===== config.mk =====
export PLATFORM = sky130hd
export DESIGN_NAME = video_timing_gen
export DESIGN_NICKNAME = d
export VERILOG_FILES = /design/src/rtl/video_timing_pkg.sv /design/src/rtl/video_axis_counter.sv /design/src/rtl/video_timing_gen.sv
export SDC_FILE = /design/constraint.sdc
export NUM_CORES = 1
export LEC_CHECK = 0
export ABC_AREA = 1
export BUFFER_PORTS_ARGS = -buffer_cell sky130_fd_sc_hd__buf_2
export CELL_PAD_IN_SITES_DETAIL_PLACEMENT = 1
export CELL_PAD_IN_SITES_GLOBAL_PLACEMENT = 1
export CORE_MARGIN = 2
export CORE_UTILIZATION = 50
export DETAILED_ROUTE_END_ITERATION = 10
export PLACE_DENSITY = 0.88
export SYNTH_ARGS = -nofsm -noshare
export SYNTH_HDL_FRONTEND = slang
export SYNTH_SLANG_ARGS = --single-unit

===== constraint.sdc =====
create_clock -name pixclk_i -period 8.55 [get_ports pixclk_i]
set_input_delay 0.855 -clock pixclk_i [delete_from_list [all_inputs] [get_ports pixclk_i]]
set_output_delay 0.855 -clock pixclk_i [all_outputs]
set_load 0.05 [all_outputs]

===== src/rtl/video_timing_pkg.sv =====
// Shared types and helpers for the raster timing generator: per-axis timing
// record, VGA 640x480@60 defaults, and total/validity helpers.
package video_timing_pkg;

    localparam int TIMING_W = 12;

    localparam int VGA_H_ACTIVE = 640;
    localparam int VGA_H_FP     = 16;
    localparam int VGA_H_SYNC   = 96;
    localparam int VGA_H_BP     = 48;
    localparam int VGA_V_ACTIVE = 480;
    localparam int VGA_V_FP     = 10;
    localparam int VGA_V_SYNC   = 2;
    localparam int VGA_V_BP     = 33;

    typedef struct packed {
        logic [TIMING_W-1:0] act;
        logic [TIMING_W-1:0] fp;
        logic [TIMING_W-1:0] sync;
        logic [TIMING_W-1:0] bp;
    } timing_axis_t;

    // Largest total a counter of TIMING_W bits can sweep (0 .. 2^TIMING_W-1).
    localparam logic [TIMING_W+1:0] AXIS_MAX_TOTAL = {2'b01, {TIMING_W{1'b0}}};

    function automatic timing_axis_t make_axis(input int act, input int fp,
                                               input int sync, input int bp);
        timing_axis_t t;
        t.act  = TIMING_W'(act);
        t.fp   = TIMING_W'(fp);
        t.sync = TIMING_W'(sync);
        t.bp   = TIMING_W'(bp);
        return t;
    endfunction

    function automatic logic [TIMING_W:0] axis_total(input timing_axis_t t);
        return {1'b0, t.act} + {1'b0, t.fp} + {1'b0, t.sync} + {1'b0, t.bp};
    endfunction

    // Validity needs two guard bits: four maximal fields overflow TIMING_W+1.
    function automatic logic axis_valid(input timing_axis_t t);
        logic [TIMING_W+1:0] wide;
        wide = {2'b00, t.act} + {2'b00, t.fp} + {2'b00, t.sync} + {2'b00, t.bp};
        return (t.act != '0) && (t.fp != '0) && (t.sync != '0) && (t.bp != '0)
            && (wide <= AXIS_MAX_TOTAL);
    endfunction

endpackage


===== src/rtl/video_axis_counter.sv =====
// One raster axis: a wrapping position counter plus active/sync region decode
// for the currently applied timing record.
module video_axis_counter
    import video_timing_pkg::*;
(
    input  logic                pixclk_i,
    input  logic                rst_n_i,
    input  logic                step_i,
    input  timing_axis_t        timing_i,
    output logic [TIMING_W-1:0] cnt_o,
    output logic                wrap_o,
    output logic                in_active_o,
    output logic                in_sync_o
);

    logic [TIMING_W-1:0] cnt_q, cnt_d;
    logic [TIMING_W:0]   total;
    logic [TIMING_W:0]   cnt_ext;
    logic [TIMING_W:0]   sync_start;
    logic [TIMING_W:0]   sync_end;

    assign total      = axis_total(timing_i);
    assign cnt_ext    = {1'b0, cnt_q};
    assign sync_start = {1'b0, timing_i.act} + {1'b0, timing_i.fp};
    assign sync_end   = sync_start + {1'b0, timing_i.sync};

    // >= rather than == keeps the counter recoverable if it ever sits past the end.
    assign wrap_o      = (cnt_ext >= (total - {{TIMING_W{1'b0}}, 1'b1}));
    assign in_active_o = (cnt_q < timing_i.act);
    assign in_sync_o   = (cnt_ext >= sync_start) && (cnt_ext < sync_end);
    assign cnt_o       = cnt_q;

    // NOTE: default assigned first so no path through always_comb infers a latch.
    always_comb begin
        cnt_d = cnt_q;
        if (step_i) begin
            cnt_d = wrap_o ? '0 : cnt_q + TIMING_W'(1);
        end
    end

    // NOTE: non-blocking so every flop samples pre-edge values, like real hardware.
    always_ff @(posedge pixclk_i or negedge rst_n_i) begin
        if (!rst_n_i) begin
            cnt_q <= '0;
        end else begin
            cnt_q <= cnt_d;
        end
    end

endmodule


===== src/rtl/video_timing_gen.sv =====
// Runtime-reconfigurable raster timing generator. New timing is double-buffered
// and swapped in only on the last pixel of a frame. CNT_W must equal TIMING_W.
module video_timing_gen
    import video_timing_pkg::*;
#(
    parameter int CNT_W    = TIMING_W,
    parameter int H_ACTIVE = VGA_H_ACTIVE,
    parameter int H_FP     = VGA_H_FP,
    parameter int H_SYNC   = VGA_H_SYNC,
    parameter int H_BP     = VGA_H_BP,
    parameter int V_ACTIVE = VGA_V_ACTIVE,
    parameter int V_FP     = VGA_V_FP,
    parameter int V_SYNC   = VGA_V_SYNC,
    parameter int V_BP     = VGA_V_BP,
    parameter bit HS_POL   = 1'b0,
    parameter bit VS_POL   = 1'b0
) (
    input  logic             pixclk_i,
    input  logic             rst_n_i,
    input  logic             en_i,
    input  logic             cfg_valid_i,
    input  logic [CNT_W-1:0] cfg_h_active_i,
    input  logic [CNT_W-1:0] cfg_h_fp_i,
    input  logic [CNT_W-1:0] cfg_h_sync_i,
    input  logic [CNT_W-1:0] cfg_h_bp_i,
    input  logic [CNT_W-1:0] cfg_v_active_i,
    input  logic [CNT_W-1:0] cfg_v_fp_i,
    input  logic [CNT_W-1:0] cfg_v_sync_i,
    input  logic [CNT_W-1:0] cfg_v_bp_i,
    output logic             cfg_pending_o,
    output logic             cfg_err_o,
    output logic             VDEn_o,
    output logic             hSync_o,
    output logic             vSync_o,
    output logic [CNT_W-1:0] x_o,
    output logic [CNT_W-1:0] y_o,
    output logic             sof_o,
    output logic             eol_o
);

    localparam timing_axis_t H_DEFAULT = make_axis(H_ACTIVE, H_FP, H_SYNC, H_BP);
    localparam timing_axis_t V_DEFAULT = make_axis(V_ACTIVE, V_FP, V_SYNC, V_BP);

    timing_axis_t act_h_q, act_h_d, act_v_q, act_v_d;
    timing_axis_t pend_h_q, pend_h_d, pend_v_q, pend_v_d;
    logic         pending_q, pending_d;
    logic         err_q, err_d;

    timing_axis_t        cfg_h, cfg_v;
    logic                cfg_ok;
    logic [TIMING_W-1:0] h_cnt, v_cnt;
    logic                h_wrap, v_wrap, h_in_act, v_in_act, h_in_sync, v_in_sync;
    logic                frame_wrap;

    logic                de_q, de_d, hs_q, hs_d, vs_q, vs_d;
    logic                sof_q, sof_d, eol_q, eol_d;
    logic [TIMING_W-1:0] x_q, x_d, y_q, y_d;

    video_axis_counter u_h_cnt (
        .pixclk_i    (pixclk_i),
        .rst_n_i     (rst_n_i),
        .step_i      (en_i),
        .timing_i    (act_h_q),
        .cnt_o       (h_cnt),
        .wrap_o      (h_wrap),
        .in_active_o (h_in_act),
        .in_sync_o   (h_in_sync)
    );

    video_axis_counter u_v_cnt (
        .pixclk_i    (pixclk_i),
        .rst_n_i     (rst_n_i),
        .step_i      (en_i && h_wrap),
        .timing_i    (act_v_q),
        .cnt_o       (v_cnt),
        .wrap_o      (v_wrap),
        .in_active_o (v_in_act),
        .in_sync_o   (v_in_sync)
    );

    assign cfg_h      = '{act: cfg_h_active_i, fp: cfg_h_fp_i, sync: cfg_h_sync_i, bp: cfg_h_bp_i};
    assign cfg_v      = '{act: cfg_v_active_i, fp: cfg_v_fp_i, sync: cfg_v_sync_i, bp: cfg_v_bp_i};
    assign cfg_ok     = axis_valid(cfg_h) && axis_valid(cfg_v);
    assign frame_wrap = en_i && h_wrap && v_wrap;

    // Swap first, then capture: a strobe on the wrap cycle becomes the next pending set.
    always_comb begin
        act_h_d   = act_h_q;
        act_v_d   = act_v_q;
        pend_h_d  = pend_h_q;
        pend_v_d  = pend_v_q;
        pending_d = pending_q;
        err_d     = 1'b0;
        if (frame_wrap && pending_q) begin
            act_h_d   = pend_h_q;
            act_v_d   = pend_v_q;
            pending_d = 1'b0;
        end
        if (cfg_valid_i) begin
            if (cfg_ok) begin
                pend_h_d  = cfg_h;
                pend_v_d  = cfg_v;
                pending_d = 1'b1;
            end else begin
                err_d = 1'b1;
            end
        end
    end

    always_comb begin
        de_d  = 1'b0;
        hs_d  = !HS_POL;
        vs_d  = !VS_POL;
        x_d   = '0;
        y_d   = '0;
        sof_d = 1'b0;
        eol_d = 1'b0;
        if (en_i) begin
            de_d  = h_in_act && v_in_act;
            hs_d  = h_in_sync ? HS_POL : !HS_POL;
            vs_d  = v_in_sync ? VS_POL : !VS_POL;
            x_d   = de_d ? h_cnt : '0;
            y_d   = de_d ? v_cnt : '0;
            sof_d = (h_cnt == '0) && (v_cnt == '0);
            eol_d = (h_cnt == act_h_q.act - TIMING_W'(1)) && v_in_act;
        end
    end

    always_ff @(posedge pixclk_i or negedge rst_n_i) begin
        if (!rst_n_i) begin
            act_h_q   <= H_DEFAULT;
            act_v_q   <= V_DEFAULT;
            pend_h_q  <= H_DEFAULT;
            pend_v_q  <= V_DEFAULT;
            pending_q <= 1'b0;
            err_q     <= 1'b0;
            de_q      <= 1'b0;
            hs_q      <= !HS_POL;
            vs_q      <= !VS_POL;
            x_q       <= '0;
            y_q       <= '0;
            sof_q     <= 1'b0;
            eol_q     <= 1'b0;
        end else begin
            act_h_q   <= act_h_d;
            act_v_q   <= act_v_d;
            pend_h_q  <= pend_h_d;
            pend_v_q  <= pend_v_d;
            pending_q <= pending_d;
            err_q     <= err_d;
            de_q      <= de_d;
            hs_q      <= hs_d;
            vs_q      <= vs_d;
            x_q       <= x_d;
            y_q       <= y_d;
            sof_q     <= sof_d;
            eol_q     <= eol_d;
        end
    end

    assign cfg_pending_o = pending_q;
    assign cfg_err_o     = err_q;
    assign VDEn_o        = de_q;
    assign hSync_o       = hs_q;
    assign vSync_o       = vs_q;
    assign x_o           = x_q;
    assign y_o           = y_q;
    assign sof_o         = sof_q;
    assign eol_o         = eol_q;

endmodule


==> results of run 1 <==
==> power groups by stage <==
stage	sequential (uW)	clock (uW)	combinational, uW
final	1670	1110	1300
after global placement	1660	0	1210
after detailed placement	1670	0	1290
after CTS	1660	1120	1310
after floorplan	1610	0	875
after global routing	1690	1160	1480
==> cell families after synthesis <==
family,count (synthesis),synth area share
AOI/OAI and AO/OA,204,0.06086
and+or+nand+nor,1261,0.2931
xor gates and xnor gates,87,0.04037
adders and majority gates,267,0.1985
DFF,247,0.3297
buffers and inverters,358,0.07749
==> cells in the mapped netlist (3+ instances only) <==
cell and number:
nand2_1 715, inv_1 273, dfrtp_1 213, ha_1 213, nand3_1 209, nand4_1 128
nor2_1 127, a21oi_1 103, xor2_1 66, fa_1 54, o21ai_0 46, clkbuf_1 36
dfstp_2 34, nor4_1 26, nor3_1 25, buf_2 23, xnor2_1 21, buf_4 14
a21o_1 13, nand3b_1 11, o21bai_1 10, a31oi_1 9, buf_6 5, o211ai_1 5
or2_2 5, nand3_2 4, a31o_2 3, buf_1 3, inv_2 3, nor2_2 3
o21a_1 3
==> how the worst min path moves through the flow <==
stage / start / endpoint / slack (ns) / cells past startpoint
finish: rst_n_i / pend_v_q[37] / 0.33 / 1
global route: rst_n_i / pend_v_q[2] / 0.41 / 1
CTS: rst_n_i / pend_v_q[37] / 0.38 / 1
detailed placement: pend_h_q[17] / pend_h_q[17] / 0.46 / 2
global placement: pend_v_q[27] / pend_v_q[27] / 0.45 / 2
floorplan: act_h_q[0] / act_h_q[0] / 0.44 / 2
==> per-stage QoR <==
step | setup WS, ns | hold slack (ns) | std cells | power, uW | utilization
CTS | 1.365 | 0.3805 | 3041 | 4092 | 0.5530
finish | 1.276 | 0.3350 | 3041 | 4079 | 0.5530
detailed placement | 1.386 | 0.4569 | 2994 | 2961 | 0.5308
global placement | 1.634 | 0.4522 | 2994 | 2869 | 0.5308
global route | 0.6837 | 0.4081 | 3041 | 4331 | 0.5530
floorplan | 3.379 | 0.4419 | 2424 | 2484 | -
==> critical path, delay by kind of cell, from the launching register on <==
kind,cells,cell delay [ns]
buf+inv,5,1.46
fa+ha+maj,6,1.83
compound gates,10,2.11
flops,1,0.40
simple gates,7,0.74
xor+xnor,3,0.58
==> cell usage in the layout, fill, tap and decap left out, types with 9 or more instances in the layout <==
cell type,count
nand3_1,208
dfrtp_1,212
a31oi_1,9
clkbuf_16,27
fa_1,54
nand3b_1,11
buf_4,10
buf_2,129
nor2_1,127
ha_1,213
inv_1,273
o21bai_1,10
nand4_1,128
clkbuf_1,9
nand2_1,715
xor2_1,66
nor4_1,26
a21oi_1,103
o21ai_0,46
xnor2_1,21
nor3_1,25
a21o_1,13
dfstp_2,34
==> state kept, by name, indices dropped and copies added, names as in the netlist <==
name,count
vSync_o,1
VDEn_o,1
pend_h_q,48
x_o,12
cfg_err_o,1
act_v_q,48
y_o,12
pend_v_q,48
u_v_cnt.cnt_o,12
sof_o,1
eol_o,1
u_h_cnt.cnt_o,12
act_h_q,48
hSync_o,1
cfg_pending_o,1
==> area by class of cell <==
cell class,count,area [sq um]
Tap cell,511,639.4
Clock inverter,7,63.81
Sequential cell,247,6225
Inverter,277,1040
Multi-Input combinational cell,1819,11210
Clock buffer,40,764.5
Timing Repair Buffer,140,735.7
Fill cell,4689,16720
==> metal layers <==
metal / GRT usage / wire length, um / vias up
met5: 0 / 0 / -
met4: 0.08215 / 1454 / 0
met3: 0.03390 / 2668 / 105
met2: 0.4997 / 27280 / 398
met1: 0.4082 / 26200 / 8483
li1: - / - / 8170
==> impl_metrics.py, run 1 <==
metrics = {
    "timing": {
        "fin_crit_sh": 0.8507,
        "fin_skew_ns": 0.01014,
        "tns_ns": 0,
        "fin_crit_ns": 7.274,
        "setup_viol": 0,
        "max-slew-margin-rel": 0.2457,
        "fmax_ghz": 0.1375,
        "worst_pin_slew_ns": 1.132,
        "rsz0062_at_grt": "no",
        "hold_viol_final": 0,
        "slew_violations": 0,
    },
    "power": {
        "vdd_drop_max_v": 0.0001236,
        "seq_power_share": 0.409,
        "internal_power_uw": 2502,
        "switching_share": 0.3865,
        "clock_power_share": 0.272,
        "pwr-share-comb": 0.319,
        "power_density_nw_per_um2": 197.2,
        "p_switching_uw": 1577,
        "p_leak_uw": 0.01118,
    },
    "drt": {
        "dr.pass1.iters": 5,
        "vias_per_cell": 5.642,
        "drcViolationCount": 0,
        "avgRoutedWirePerCell_um": 18.94,
        "num_vias": 17156,
        "wl_um": 57600,
        "drtIter0Drc": 835,
        "ant_nets": 0,
    },
    "placed_design": {
        "place_congestion": 0.9401,
        "dpl.hpwl_um": 44870,
        "io_buffers": 130,
        "placed_area_sq_um": 19850,
    },
    "clocking": {
        "clk_latency_ns": 0.55,
        "cts-root-buf": "clkbuf_16",
        "clock_tree.buffer_depth": 3,
        "cts_tree": "built",
        "cts_setup_buffers": 0,
        "cts.clk_slew.worst_paths_ns": 0.06,
        "cts-buffers-inserted": 26,
        "ctsResizeCount": 0,
        "postCtsHoldBufs": 0,
        "clock_sinks": 247,
        "htree_levels": 1,
    },
    "final_layout": {
        "stdcell_area_sq_um": 20680,
        "syn_to_final_growth_pct": 9.573,
        "layout.nets": 2878,
        "diodes": 0,
        "layout-drive-gt1-share": 0.09328,
    },
    "synthesis": {
        "ys_ff_latch": 247,
        "synth_top_area_cell": "dfrtp_1",
        "yosysSeqAreaShare": 0.3297,
        "synth_cell_types": 46,
        "synth_cells": 2424,
        "yosysTopAreaCellShare": 0.2824,
        "synth_edf_count": 0,
        "synthFlopType": "dfrtp_1",
        "synth-async-reset-ratio": 1.000,
        "synth_fp_nets": 2791,
        "synth.avg_cell_area_sq_um": 7.786,
        "synth_area_leaders": "dfrtp_1 28%, nand2_1 14%, ha_1 14%",
        "synth_warnings": 0,
        "syn-cell-area_sq_um": 18870,
    },
    "floorplan": {
        "num_rows": 71,
        "coreArea_sq_um": 37400,
        "die_area_sq_um": 39320,
        "die_w_um": 198.3,
        "die_h_um": 198.3,
        "initial_core_util": 0.5047,
        "io_pins": 131,
    },
    "run": {
        "maxCapViolations": 0,
    },
    "critical_path": {
        "cp_max_fo": 97,
        "reg2reg_depth": 31,
        "worstReg2RegEnd": "cfg_pending_o",
        "worst_path_most_repeated_cell": "ha_1",
        "cp_slowest_cell": "buf_4",
        "cpPeakStageDelay_ns": 0.77,
        "critical_path_class": "reg2reg",
        "arrival_ns": 7.67,
        "startpoint": "act_v_q[36]",
        "ff2ff_setup_slack_ns": 1.28,
        "worstReg2RegStart": "act_v_q[36]",
        "critical_path_required_ns": 8.95,
        "worst_setup_path_start_kind": "register",
        "worstSetupEndpointType": "register",
        "critical_path.endpoint": "cfg_pending_o",
    },
    "global_route": {
        "grt_pass1_wl_um": 93720,
        "grt_usage": 0.2980,
        "grt_start_max_net_pins": 111,
        "antenna_found_initial": 0,
        "overflow": 0,
        "grt_pass1_vias": 18125,
    },
    "run_status": {
        "status": "finished, final reports clean",
    },
    "min_path": {
        "hp-class": "in2async",
    },
}
(Power assumes the default switching activity.)
==> inputs of run 2 (changes only) <==
- REMOVE_ABC_BUFFERS: default -> 1
==> run 2 against run 1 <==
  * Cell count is essentially flat
  * Count of clock-buffer cells in the layout shrank 3
  * Flip-flop and latch count unchanged
  * Hold slack got worse by 0.061 ns
  * Die area stayed put
  * Global-route usage up 0.19 points
  * Fmax is 3.8% lower
  * Sequential power is essentially flat
  * Clock skew shrank 0.00060 ns
==> impl_metrics.py, run 2 (synthesized netlist as in run 1, its figures left out) <==
metrics = {
    "timing": {
        "setup_viol": 0,
        "max-slew-margin-rel": 0.2218,
        "tns_ns": 0,
        "hold_viol_final": 0,
        "fin_crit_ns": 7.559,
        "slew_violations": 0,
        "fmax_ghz": 0.1323,
        "worst_pin_slew_ns": 1.167,
        "fin_skew_ns": 0.009541,
        "rsz0062_at_grt": "no",
        "setup_slack_ns": 0.9906,
        "fin_crit_sh": 0.8841,
    },
    "critical_path": {
        "cpPeakStageDelay_ns": 0.82,
        "critical_path_required_ns": 8.99,
        "ff2ff_setup_slack_ns": 0.99,
        "cp_max_fo": 69,
        "worstSetupEndpointType": "register",
        "startpoint": "act_h_q[36]",
        "crit_family": "simple AND/OR/NAND/NOR gates",
        "worst_setup_path_start_kind": "register",
        "reg2reg_depth": 32,
        "critical_path_class": "reg2reg",
        "worstReg2RegStart": "act_h_q[36]",
        "arrival_ns": 8.00,
        "worstReg2RegEnd": "act_h_q[40]",
        "critical_path_buf_inv_count": 5,
        "cp_slowest_cell": "nand3_4",
    },
    "final_layout": {
        "final_common_cell": "nand2_1",
        "layout-drive-gt1-share": 0.09479,
        "mostFrequentLayoutCells": "715 x nand2_1, 273 x inv_1, 213 x ha_1",
        "layout.nets": 2879,
        "syn_to_final_growth_pct": 9.864,
        "diodes": 0,
        "layout.cells.non_filler": 3043,
    },
    "global_route": {
        "antenna_found_initial": 0,
        "grt_usage": 0.2999,
        "overflow": 0,
        "grt_pass1_wl_um": 93980,
        "grt_pass1_vias": 18122,
        "grt_start_max_net_pins": 171,
    },
    "floorplan": {
        "die_area_sq_um": 39320,
        "coreArea_sq_um": 37400,
        "die_w_um": 198.3,
        "io_pins": 131,
        "die_h_um": 198.3,
        "num_rows": 71,
        "initial_core_util": 0.5047,
    },
    "clocking": {
        "cts_setup_buffers": 0,
        "clock_sinks": 247,
        "cts_tree": "built",
        "clock_tree.buffer_depth": 3,
        "postCtsHoldBufs": 0,
        "clk_latency_ns": 0.56,
        "cts-root-buf": "clkbuf_16",
        "ctsResizeCount": 0,
        "cts.clk_slew.worst_paths_ns": 0.06,
        "htree_levels": 1,
        "cts-buffers-inserted": 27,
    },
    "min_path": {
        "hp-class": "in2async",
    },
    "drt": {
        "wl_um": 57500,
        "num_vias": 17229,
        "avgRoutedWirePerCell_um": 18.90,
        "vias_per_cell": 5.662,
        "ant_nets": 0,
        "drcViolationCount": 0,
        "drtIter0Drc": 976,
        "dr.pass1.iters": 5,
    },
    "placed_design": {
        "dp_cells": 2994,
        "io_buffers": 130,
        "place_congestion": 0.9027,
        "dp_slack_ns": 1.107,
        "dpl.hpwl_um": 43870,
    },
    "power": {
        "power_density_nw_per_um2": 198.9,
        "p_leak_uw": 0.01120,
        "vdd_drop_max_v": 0.0001372,
    },
    "run": {
        "maxCapViolations": 0,
    },
    "run_status": {
        "status": "finished, final reports clean",
    },
}
==> run 2: cell types whose count changed in the layout (fill, tap and decap cells not counted), sizes merged <==
cell      previous run  this run
bufinv               1         2
clkbuf              40        37
clkinv               6         9
clkinvlp             0         1
==> run 2: stage by stage <==
stage	utilization	hold slack, ns	power [uW]	instance area [sq um]
6_report	0.5544	0.2742	4124	20740
5_1_grt	0.5544	0.3154	4401	20740
4_1_cts	0.5544	0.3068	4135	20740
3_5_place_dp	0.5312	0.4581	2950	19870
3_3_place_gp	0.5312	0.4527	2856	19870
2_1_floorplan	-	0.4419	2450	18450
==> run 2: power breakdown <==
group	total [uW]	switching, uW	leakage, uW	internal [uW]
Sequential	1660	229	0.00317	1430
Clock	1170	502	0.000427	670
Combinational	1290	865	0.00761	430
Total	4120	1600	0.0112	2530
==> run 2: worst max path at each step <==
stage               depth (start not counted)          end  slack [ns]
detailed placement                         32  act_h_q[21]        1.11
global placement                           32   act_v_q[2]        1.39
floorplan                                  35   act_h_q[0]        0.90
global route                               36   act_h_q[9]        0.46
finish                                     32  act_h_q[40]        0.99
CTS                                        32   act_h_q[9]        1.04
==> run 2: cell type report <==
cell class                 count  area (sq um)
sequential                   247          6225
tap                          511         639.4
inverter                     277          1040
clock buffer                  37         743.2
clock inverter                12         127.6
multi-input combinational   1819         11210
timing repair buffer         140         748.2
fill                        4733         16660
==> run 2: metal layers <==
layer	part of all wire	track usage
met2	0.48	0.5077
met1	0.46	0.4098
met5	0	0
met4	0.022	0.07853
met3	0.043	0.03168
==> inputs of run 3 (changes only) <==
- GPL_TIMING_DRIVEN: default -> 0
==> run 3 against run 2 <==
  * Count of clock-buffer cells in the layout shrank 2
  * First-iteration DRC count shrank 15%
  * Sequential share of layout area shrank 0.45 points
  * Critical path depth shrank 2
  * Combinational power is essentially flat
  * Critical path type unchanged
  * Sequential power is essentially flat
  * Fmax grew 8.8%
  * Flip-flop and latch count is the same
==> impl_metrics.py, run 3 (synthesized netlist as in run 1, its figures left out) <==
metrics = {
    "run_status": {
        "status": "finished, final reports clean",
    },
    "final_layout": {
        "nFillCells": 4645,
        "layout.nets": 2882,
        "mostFrequentLayoutCells": "715 x nand2_1, 273 x inv_1, 213 x ha_1",
        "syn_to_final_growth_pct": 11.57,
        "utilization": 0.5631,
        "final_common_cell": "nand2_1",
        "multi_input_area_sq_um": 11210,
        "diodes": 0,
        "seqCellArea_sq_um": 6227,
        "layout-drive-gt1-share": 0.09858,
        "layout.cells.non_filler": 3047,
    },
    "clocking": {
        "clock_tree.buffer_depth": 3,
        "clock_sinks": 247,
        "htree_levels": 1,
        "postCtsHoldBufs": 0,
        "cts.clk_slew.worst_paths_ns": 0.06,
        "cts-root-buf": "clkbuf_16",
        "cts_setup_buffers": 0,
        "ctsResizeCount": 0,
        "cts_tree": "built",
        "cts-buffers-inserted": 27,
        "clk_latency_ns": 0.58,
    },
    "placed_design": {
        "dpl.hpwl_um": 44220,
        "io_buffers": 130,
        "dp_cells": 2997,
        "place_congestion": 0.8823,
    },
    "global_route": {
        "overflow": 0,
        "grt_pass1_vias": 18463,
        "grt_usage": 0.3028,
        "grt_start_max_net_pins": 106,
        "antenna_found_initial": 0,
        "grt_pass1_wl_um": 94960,
    },
    "drt": {
        "drtIter0Drc": 826,
        "num_vias": 17363,
        "wl_um": 58070,
        "vias_per_cell": 5.698,
        "dr.pass1.iters": 5,
        "avgRoutedWirePerCell_um": 19.06,
        "ant_nets": 0,
        "drcViolationCount": 0,
    },
    "critical_path": {
        "arrival_ns": 7.39,
        "cp_slowest_cell": "nor2_4",
        "worstSetupEndpointType": "register",
        "critical_path_required_ns": 8.99,
        "cp_max_fo": 84,
        "worst_setup_path_start_kind": "register",
        "cpPeakStageDelay_ns": 0.71,
        "critical_path_class": "reg2reg",
    },
    "floorplan": {
        "coreArea_sq_um": 37400,
        "num_rows": 71,
        "die_h_um": 198.3,
        "initial_core_util": 0.5047,
        "die_w_um": 198.3,
        "die_area_sq_um": 39320,
        "io_pins": 131,
    },
    "timing": {
        "setup_viol": 0,
        "max-slew-margin-rel": 0.3809,
        "fin_skew_ns": 0.02493,
        "tns_ns": 0,
        "rsz0062_at_grt": "no",
        "slew_violations": 0,
        "fmax_ghz": 0.1439,
        "fin_crit_ns": 6.949,
        "worst_pin_slew_ns": 0.9265,
        "fin_crit_sh": 0.8128,
        "hold_viol_final": 0,
    },
    "power": {
        "p_leak_uw": 0.01134,
        "power_density_nw_per_um2": 201.4,
        "vdd_drop_max_v": 0.0001407,
    },
    "run": {
        "maxCapViolations": 0,
    },
    "min_path": {
        "hp-class": "in2async",
    },
}
## run 3: cell count changes in the layout (fill, tap and decap cells not counted), moves of 4 or more
cell / delta
clkbuf_8: +4
buf_16: +6
buf_4: -8
buf_12: +6
clkbuf_1: -6
## run 3: through the flow
step	worst slack [ns]	power [uW]	instance area [sq um]	hold WS (ns)
3_3_place_gp	-1.850	2836	19740	0.4522
2_1_floorplan	0.9001	2450	18450	0.4419
6_report	1.601	4242	21060	0.1759
4_1_cts	1.586	4254	21060	0.1749
3_5_place_dp	1.658	2954	20090	0.4566
5_1_grt	1.090	4516	21060	0.1979
## run 3: where the power goes
group / switching, uW / internal (uW)
Sequential: 237 / 1430
Combinational: 854 / 448
Clock: 512 / 762
## run 3: final timing paths
kind | startpoint | end | slack (ns) | cells after the start
setup / recovery | act_v_q[25] | act_h_q[29] | 1.60 | 30
hold / removal | rst_n_i | x_o[6] | 0.18 | 1
setup reg to reg | act_v_q[25] | act_h_q[29] | 1.60 | 30
hold reg to reg | act_h_q[5] | act_h_q[5] | 0.46 | 2
max in group asynchronous | rst_n_i | pend_v_q[22] | 7.50 | 2
min in group pixclk_i | act_h_q[5] | act_h_q[5] | 0.46 | 2
## run 3: final cells by class
type / instances / area share
tap: 511 / 0.03036
multi-input combinational: 1819 / 0.5325
inverter: 277 / 0.04937
sequential: 247 / 0.2957
timing repair buffer: 143 / 0.04599
clock inverter: 15 / 0.009269
clock buffer: 35 / 0.03684
## run 3: metal layers
layer	up-vias	global-route usage	share of wire
met3	100	0.03236	0.040
met1	8707	0.4048	0.45
li1	8194	-	-
met4	0	0.07742	0.023
met2	362	0.5238	0.48
met5	-	0	0
## run 3: critical path, delay by kind of cell (launching register included)
| family | cells | cell delay [ns] |
|---|---|---|
| DFF | 1 | 0.56 |
| xor gates and xnor gates | 3 | 0.57 |
| adders and majority gates | 5 | 1.68 |
| and+or+nand+nor | 9 | 1.73 |
| buffers and inverters | 4 | 0.53 |
| AOI/OAI and AO/OA | 9 | 1.70 |
